$ cat src/rtl/tiny6502_bus_sequencer.sv
// tiny6502_bus_sequencer
//   Time-multiplexes a 6502-style CPU bus cycle onto an 8-bit pin group.
//   Each CPU cycle walks the phases ALO -> AHI -> CTRL -> DATA -> STEP.
//   DATA waits for ext_rdy. If ext_rdy stays low for WAIT_MAX wait states,
//   the cycle is forced to complete.
//
// Ports
//   clk, rst, ena      clock, synchronous active-high reset, advance enable
//   cpu_addr/rw/sync   CPU address and cycle flags (sampled leaving ALO)
//   cpu_dout           CPU write data (sampled leaving ALO)
//   ext_rdy            external memory ready, completes DATA
//   bus_din            external data pins, input path
//   pin_out/pin_phase  multiplexed address/control byte and current phase
//   bus_dout/bus_oe    external data pins, output value and enable
//   cpu_clk_en         one-cycle CPU advance pulse (STEP with ena)
//   cpu_din            registered read data returned to the CPU
//   bus_timeout        sticky forced-completion flag, cleared only by reset
module tiny6502_bus_sequencer #(
    parameter int unsigned WAIT_MAX = 15
) (
    input  logic        clk,
    input  logic        rst,
    input  logic        ena,
    input  logic [15:0] cpu_addr,
    input  logic        cpu_rw,
    input  logic        cpu_sync,
    input  logic [7:0]  cpu_dout,
    input  logic        ext_rdy,
    input  logic [7:0]  bus_din,
    output logic [7:0]  pin_out,
    output logic [1:0]  pin_phase,
    output logic [7:0]  bus_dout,
    output logic [7:0]  bus_oe,
    output logic        cpu_clk_en,
    output logic [7:0]  cpu_din,
    output logic        bus_timeout
);

    localparam logic [7:0] WAIT_MAX_C = 8'(WAIT_MAX);

    typedef enum logic [2:0] {
        ALO  = 3'd0,
        AHI  = 3'd1,
        CTRL = 3'd2,
        DATA = 3'd3,
        STEP = 3'd4
    } state_t;

    state_t      state_q, state_d;
    logic [7:0]  wait_cnt_q, wait_cnt_d;
    // Only the high address byte is needed after ALO; the low byte is
    // presented live while in ALO, so it is never replayed from the snapshot.
    logic [7:0]  snap_ahi_q, snap_ahi_d;
    logic        snap_rw_q, snap_rw_d;
    logic        snap_sync_q, snap_sync_d;
    logic [7:0]  snap_dout_q, snap_dout_d;
    logic [7:0]  cpu_din_q, cpu_din_d;
    logic        timeout_q, timeout_d;

    always_comb begin
        state_d     = state_q;
        wait_cnt_d  = wait_cnt_q;
        snap_ahi_d  = snap_ahi_q;
        snap_rw_d   = snap_rw_q;
        snap_sync_d = snap_sync_q;
        snap_dout_d = snap_dout_q;
        cpu_din_d   = cpu_din_q;
        timeout_d   = timeout_q;
        if (ena) begin
            unique case (state_q)
                ALO: begin
                    state_d     = AHI;
                    snap_ahi_d  = cpu_addr[15:8];
                    snap_rw_d   = cpu_rw;
                    snap_sync_d = cpu_sync;
                    snap_dout_d = cpu_dout;
                end
                AHI: state_d = CTRL;
                CTRL: begin
                    state_d    = DATA;
                    wait_cnt_d = '0;
                end
                DATA: begin
                    // ext_rdy is tested first so a ready arriving on the
                    // last allowed wait state still counts as a normal exit.
                    if (ext_rdy) begin
                        state_d = STEP;
                        if (snap_rw_q) cpu_din_d = bus_din;
                    end else if (wait_cnt_q == WAIT_MAX_C) begin
                        state_d   = STEP;
                        timeout_d = 1'b1;
                        if (snap_rw_q) cpu_din_d = '1;
                    end else if (wait_cnt_q != '1) begin
                        wait_cnt_d = wait_cnt_q + 8'd1;
                    end
                end
                STEP: state_d = ALO;
                default: state_d = ALO;
            endcase
        end
    end

    always_ff @(posedge clk) begin
        if (rst) begin
            state_q     <= ALO;
            wait_cnt_q  <= '0;
            snap_ahi_q  <= '0;
            snap_rw_q   <= 1'b0;
            snap_sync_q <= 1'b0;
            snap_dout_q <= '0;
            cpu_din_q   <= '0;
            timeout_q   <= 1'b0;
        end else begin
            state_q     <= state_d;
            wait_cnt_q  <= wait_cnt_d;
            snap_ahi_q  <= snap_ahi_d;
            snap_rw_q   <= snap_rw_d;
            snap_sync_q <= snap_sync_d;
            snap_dout_q <= snap_dout_d;
            cpu_din_q   <= cpu_din_d;
            timeout_q   <= timeout_d;
        end
    end

    always_comb begin
        pin_out    = '0;
        pin_phase  = 2'd3;
        bus_dout   = '0;
        bus_oe     = '0;
        cpu_clk_en = 1'b0;
        unique case (state_q)
            ALO: begin
                pin_out   = cpu_addr[7:0];
                pin_phase = 2'd0;
            end
            AHI: begin
                pin_out   = snap_ahi_q;
                pin_phase = 2'd1;
            end
            CTRL: begin
                pin_out   = {5'b0, timeout_q, snap_sync_q, snap_rw_q};
                pin_phase = 2'd2;
            end
            DATA: begin
                if (!snap_rw_q) begin
                    bus_oe   = '1;
                    bus_dout = snap_dout_q;
                end
            end
            STEP: cpu_clk_en = ena;
            default: ;
        endcase
    end

    assign cpu_din     = cpu_din_q;
    assign bus_timeout = timeout_q;

endmodule

$ cat config.mk
export PLATFORM = sky130hd
export DESIGN_NAME = tiny6502_bus_sequencer
export DESIGN_NICKNAME = d
export VERILOG_FILES = /design/src/rtl/tiny6502_bus_sequencer.sv
export SDC_FILE = /design/constraint.sdc
export NUM_CORES = 1
export LEC_CHECK = 0
export CELL_PAD_IN_SITES_DETAIL_PLACEMENT = 2
export CELL_PAD_IN_SITES_GLOBAL_PLACEMENT = 2
export CORE_ASPECT_RATIO = 2
export CORE_MARGIN = 10
export CORE_UTILIZATION = 22
export CTS_CLUSTER_DIAMETER = 200
export CTS_CLUSTER_SIZE = 8
export DETAILED_ROUTE_END_ITERATION = 12
export PLACE_DENSITY = 0.77
export SLEW_MARGIN = 20
export SYNTH_ARGS = -nofsm -noshare
export SYNTH_HDL_FRONTEND = slang
export SYNTH_SLANG_ARGS = --single-unit
$ cat constraint.sdc
create_clock -name clk -period 1.64 [get_ports clk]
set_input_delay 0.328 -clock clk [delete_from_list [all_inputs] [get_ports clk]]
set_output_delay 0.328 -clock clk [all_outputs]
set_load 0.005 [all_outputs]
==> reports/qor.csv <==
stage,metric,value,unit
pwr,PwrDens,760,nW/um2
floorplan,Die Span Y,152,um
worst_hold_path,HP Start,snap_dout_q[0],
clocking,clk buf depth,2,
clocking,H-tree levels,2,
layout,Final Cell Area,3490,um2
synthesis,Syn Area/Cell,8.64,um2
sta,Worst slew margin,0.657,
placement,post-DP HPWL,5.87,mm
layout,Ant. Diodes,0,
detailed_routing,DRT Pass-1 Iters,4,
synthesis,Mapped Cells,222,
floorplan,core footprint,8590,um2
worst_hold_path,Worst Hold Path EP,snap_dout_q[0],
sta,Setup Skew,0.00637,ns
floorplan,Initial Utilization,0.223,
pwr,cell-internal power,1.91,mW
clocking,clk slew on worst S/H paths,0.06,ns
pwr,Logic pwr share,0.236,
floorplan,Core Rows,48,
layout,# fillers,928,
sta,Fin Setup TNS,-1.98,ns
sta,Max Clock Freq,570,MHz
critical_path,Worst Path Max Fanout,8,
floorplan,die area,13100,um2
synthesis,asr flop ratio synth,0,
critical_path,launch point of the worst reg-to-reg path,state_q[2],
floorplan,Die Wd,86.0,um
synthesis,register bit total from synthesis,38,
worst_hold_path,hold crit path type,flop to flop,
sta,Slew @ Worst Pin,0.511,ns
layout,Final Util,0.406,
detailed_routing,Routed Antenna Nets,0,
detailed_routing,final wirelength,8.70,mm
sta,Final Hold Vio Count,0,
synthesis,Mapped Nets,261,
critical_path,data required time of the critical path,1.82,ns
sta,RSZ-0062 raised after global routing,yes,
global_routing,Tot GR Track Use,0.122,
critical_path,R2R setup slack,-0.12,ns
pwr,Clock Power Share,0.383,
pwr,VDD IR max,0.384,mV
pwr,Leak Pwr,1.44,nW
placement,# port buffers,73,
status,status,"complete, but fails checks",
sta,Tcrit/Tclk final,1.07,
detailed_routing,drt drc,0,
global_routing,gr ovfl total,0,
clocking,clock sink count,38,
global_routing,largest net degree at the start of global routing,20,
layout,share of layout cells above drive strength 1,0.486,
placement,Area after DPL,2890,um2
pwr,Switching Fraction,0.280,
clocking,clock buffer count from CTS,5,
synthesis,area of the mapped netlist,1920,um2
pwr,sequential share of power,0.381,
global_routing,vias in the first global route,2322,
synthesis,Synth Flop Type,dfxtp_1,
pwr,Net Switching,0.741,mW
global_routing,first-pass GRT wire length,12.5,mm
sta,WHS,0.484,ns
critical_path,worst r2r dst,snap_ahi_q[1],
detailed_routing,drt wl/cell,20.8,um
critical_path,Setup CP Type,flop to flop,
detailed_routing,Initial DRC Count,50,
critical_path,CP arrival,1.94,ns
worst_hold_path,hold path cells,2,
detailed_routing,routed vias/inst,4.96,
floorplan,I/O Pins,74,
layout,Area Overhead vs Synth,81.7,%
sta,Setup WS post-layout,-0.116,ns
sta,post-route minimum period,1.76,ns
critical_path,r2r worst-path depth,7,
synthesis,sequential cell area fraction in the yosys report,0.397,
clocking,worst skew pair latency,0.29,ns
detailed_routing,DR vias,2080,
synthesis,Post-synth EDFFs,0,
job,Max Cap Violations,0,
clocking,CTS root buf,clkbuf_16,
synthesis,count of cell types in the netlist,45,
sta,Pins Over Slew Limit,0,
critical_path,Setup crit start kind,flop,
critical_path,crit path capture type,flop,
sta,final setup vio count,31,
synthesis,YS warnings,0,
placement,RePlAce Congestion,0.736,
global_routing,initial antenna violation count,0,
clocking,CTS tree,yes,
status,failing checks,negative setup slack,
layout,Total Nets Final,357,
## Yosys cell counts (all sizes together), types with 3 or more instances
cell,instances,area (um2)
mux2i,9,90.1
nor3b,3,38.8
buf,18,141
dfxtp,38,761
nand2,39,146
a21oi,28,140
a211oi,3,22.5
a21o,3,23.8
and2,9,56.3
nor2,16,60.1
o221a,8,90.1
a31oi,7,43.8
or3,3,18.8
clkbuf,5,18.8
nand3,3,15.0
a41oi,3,26.3
## final cells by class
cell class / count / area (um2) / share of cell area
multi-input combinational: 159 / 1330 / 0.381
timing repair buffer: 112 / 1110 / 0.317
sequential: 38 / 772 / 0.221
clock buffer: 7 / 143 / 0.0409
tap: 100 / 125 / 0.0359
inverter: 2 / 7.51 / 0.00215
clock inverter: 1 / 5.00 / 0.00144
## cell families after synthesis
group                    Yosys count  synth area share
AO/OA/AOI/OAI                     60             0.213
adder cells (fa/ha/maj)            1           0.00652
buffers and inverters             25            0.0874
flip-flops                        38             0.397
multiplexers                       9            0.0470
AND/OR/NAND/NOR                   89             0.249
## power by group through the flow
stage | clock [mW] | sequential [mW] | combinational [mW]
5_1_grt | 1.09 | 1.01 | 0.674
4_1_cts | 1.04 | 0.989 | 0.500
6_report | 1.02 | 1.01 | 0.626
3_5_place_dp | 0 | 1.01 | 0.460
3_3_place_gp | 0 | 1.01 | 0.446
2_1_floorplan | 0 | 0.994 | 0.199
## metrics by stage
stage | instances | worst slack [ns] | power, mW
6_report | 419 | -0.116 | 2.65
5_1_grt | 419 | -0.222 | 2.78
4_1_cts | 419 | -0.161 | 2.53
3_5_place_dp | 398 | -0.371 | 1.47
3_3_place_gp | 398 | -0.385 | 1.45
2_1_floorplan | 222 | 0.0146 | 1.19
## placed cells by master (no fill, tap or decap), types with 7 or more instances in the layout
master / n
dfxtp_1: 33
buf_2: 15
nand2_4: 17
buf_4: 19
a21oi_1: 8
o221a_2: 8
nor2_1: 8
clkdlybuf4s50_1: 45
nand2_1: 21
clkbuf_16: 7
a21oi_2: 20
and2_4: 9
a31oi_1: 7
buf_6: 21
## timing repair
action / in CTS / in global routing
setup buffers: 12 / 0
resized for setup: 140 / 84
setup endpoints to repair: 55 / 60
endpoints found under the hold margin: 0 / 0
hold buffers: 0 / 0
pin swaps: 8 / 42
cloned: 1 / 2
## worst max path at each step
stage | from | depth (start not counted) | to
finish | state_q[2] | 7 | snap_ahi_q[1]
CTS | state_q[1] | 6 | pin_out[1]
detailed placement | ena | 3 | cpu_clk_en
global placement | ena | 3 | cpu_clk_en
global route | state_q[1] | 6 | pin_out[2]
floorplan | wait_cnt_q[0] | 7 | cpu_din[0]
## registers in the layout (all words and copies together) (netlist names)
register and count:
snap_rw_q 1, snap_dout_q 8, bus_timeout 1, state_q 3
snap_sync_q 1, wait_cnt_q 8, snap_ahi_q 8, cpu_din 8
## per-layer routing
metal | routed length [um] | vias to the layer above | GRT usage | part of all wire
li1 | - | 981 | - | -
met1 | 2820 | 1048 | 0.107 | 0.32
met4 | 129 | 0 | 0.0450 | 0.015
met3 | 396 | 6 | 0.0310 | 0.046
met2 | 5360 | 45 | 0.244 | 0.62
met5 | 0 | - | 0 | 0
## worst max-delay path: stages (launching register included)
cell	delay, ns
dfxtp_2	0.33
buf_6	0.11
or2_4	0.28
buf_6	0.14
or3b_4	0.44
clkbuf_16	0.22
nand2_4	0.07
a21oi_2	0.05
Power figures use the tool's default switching activity.
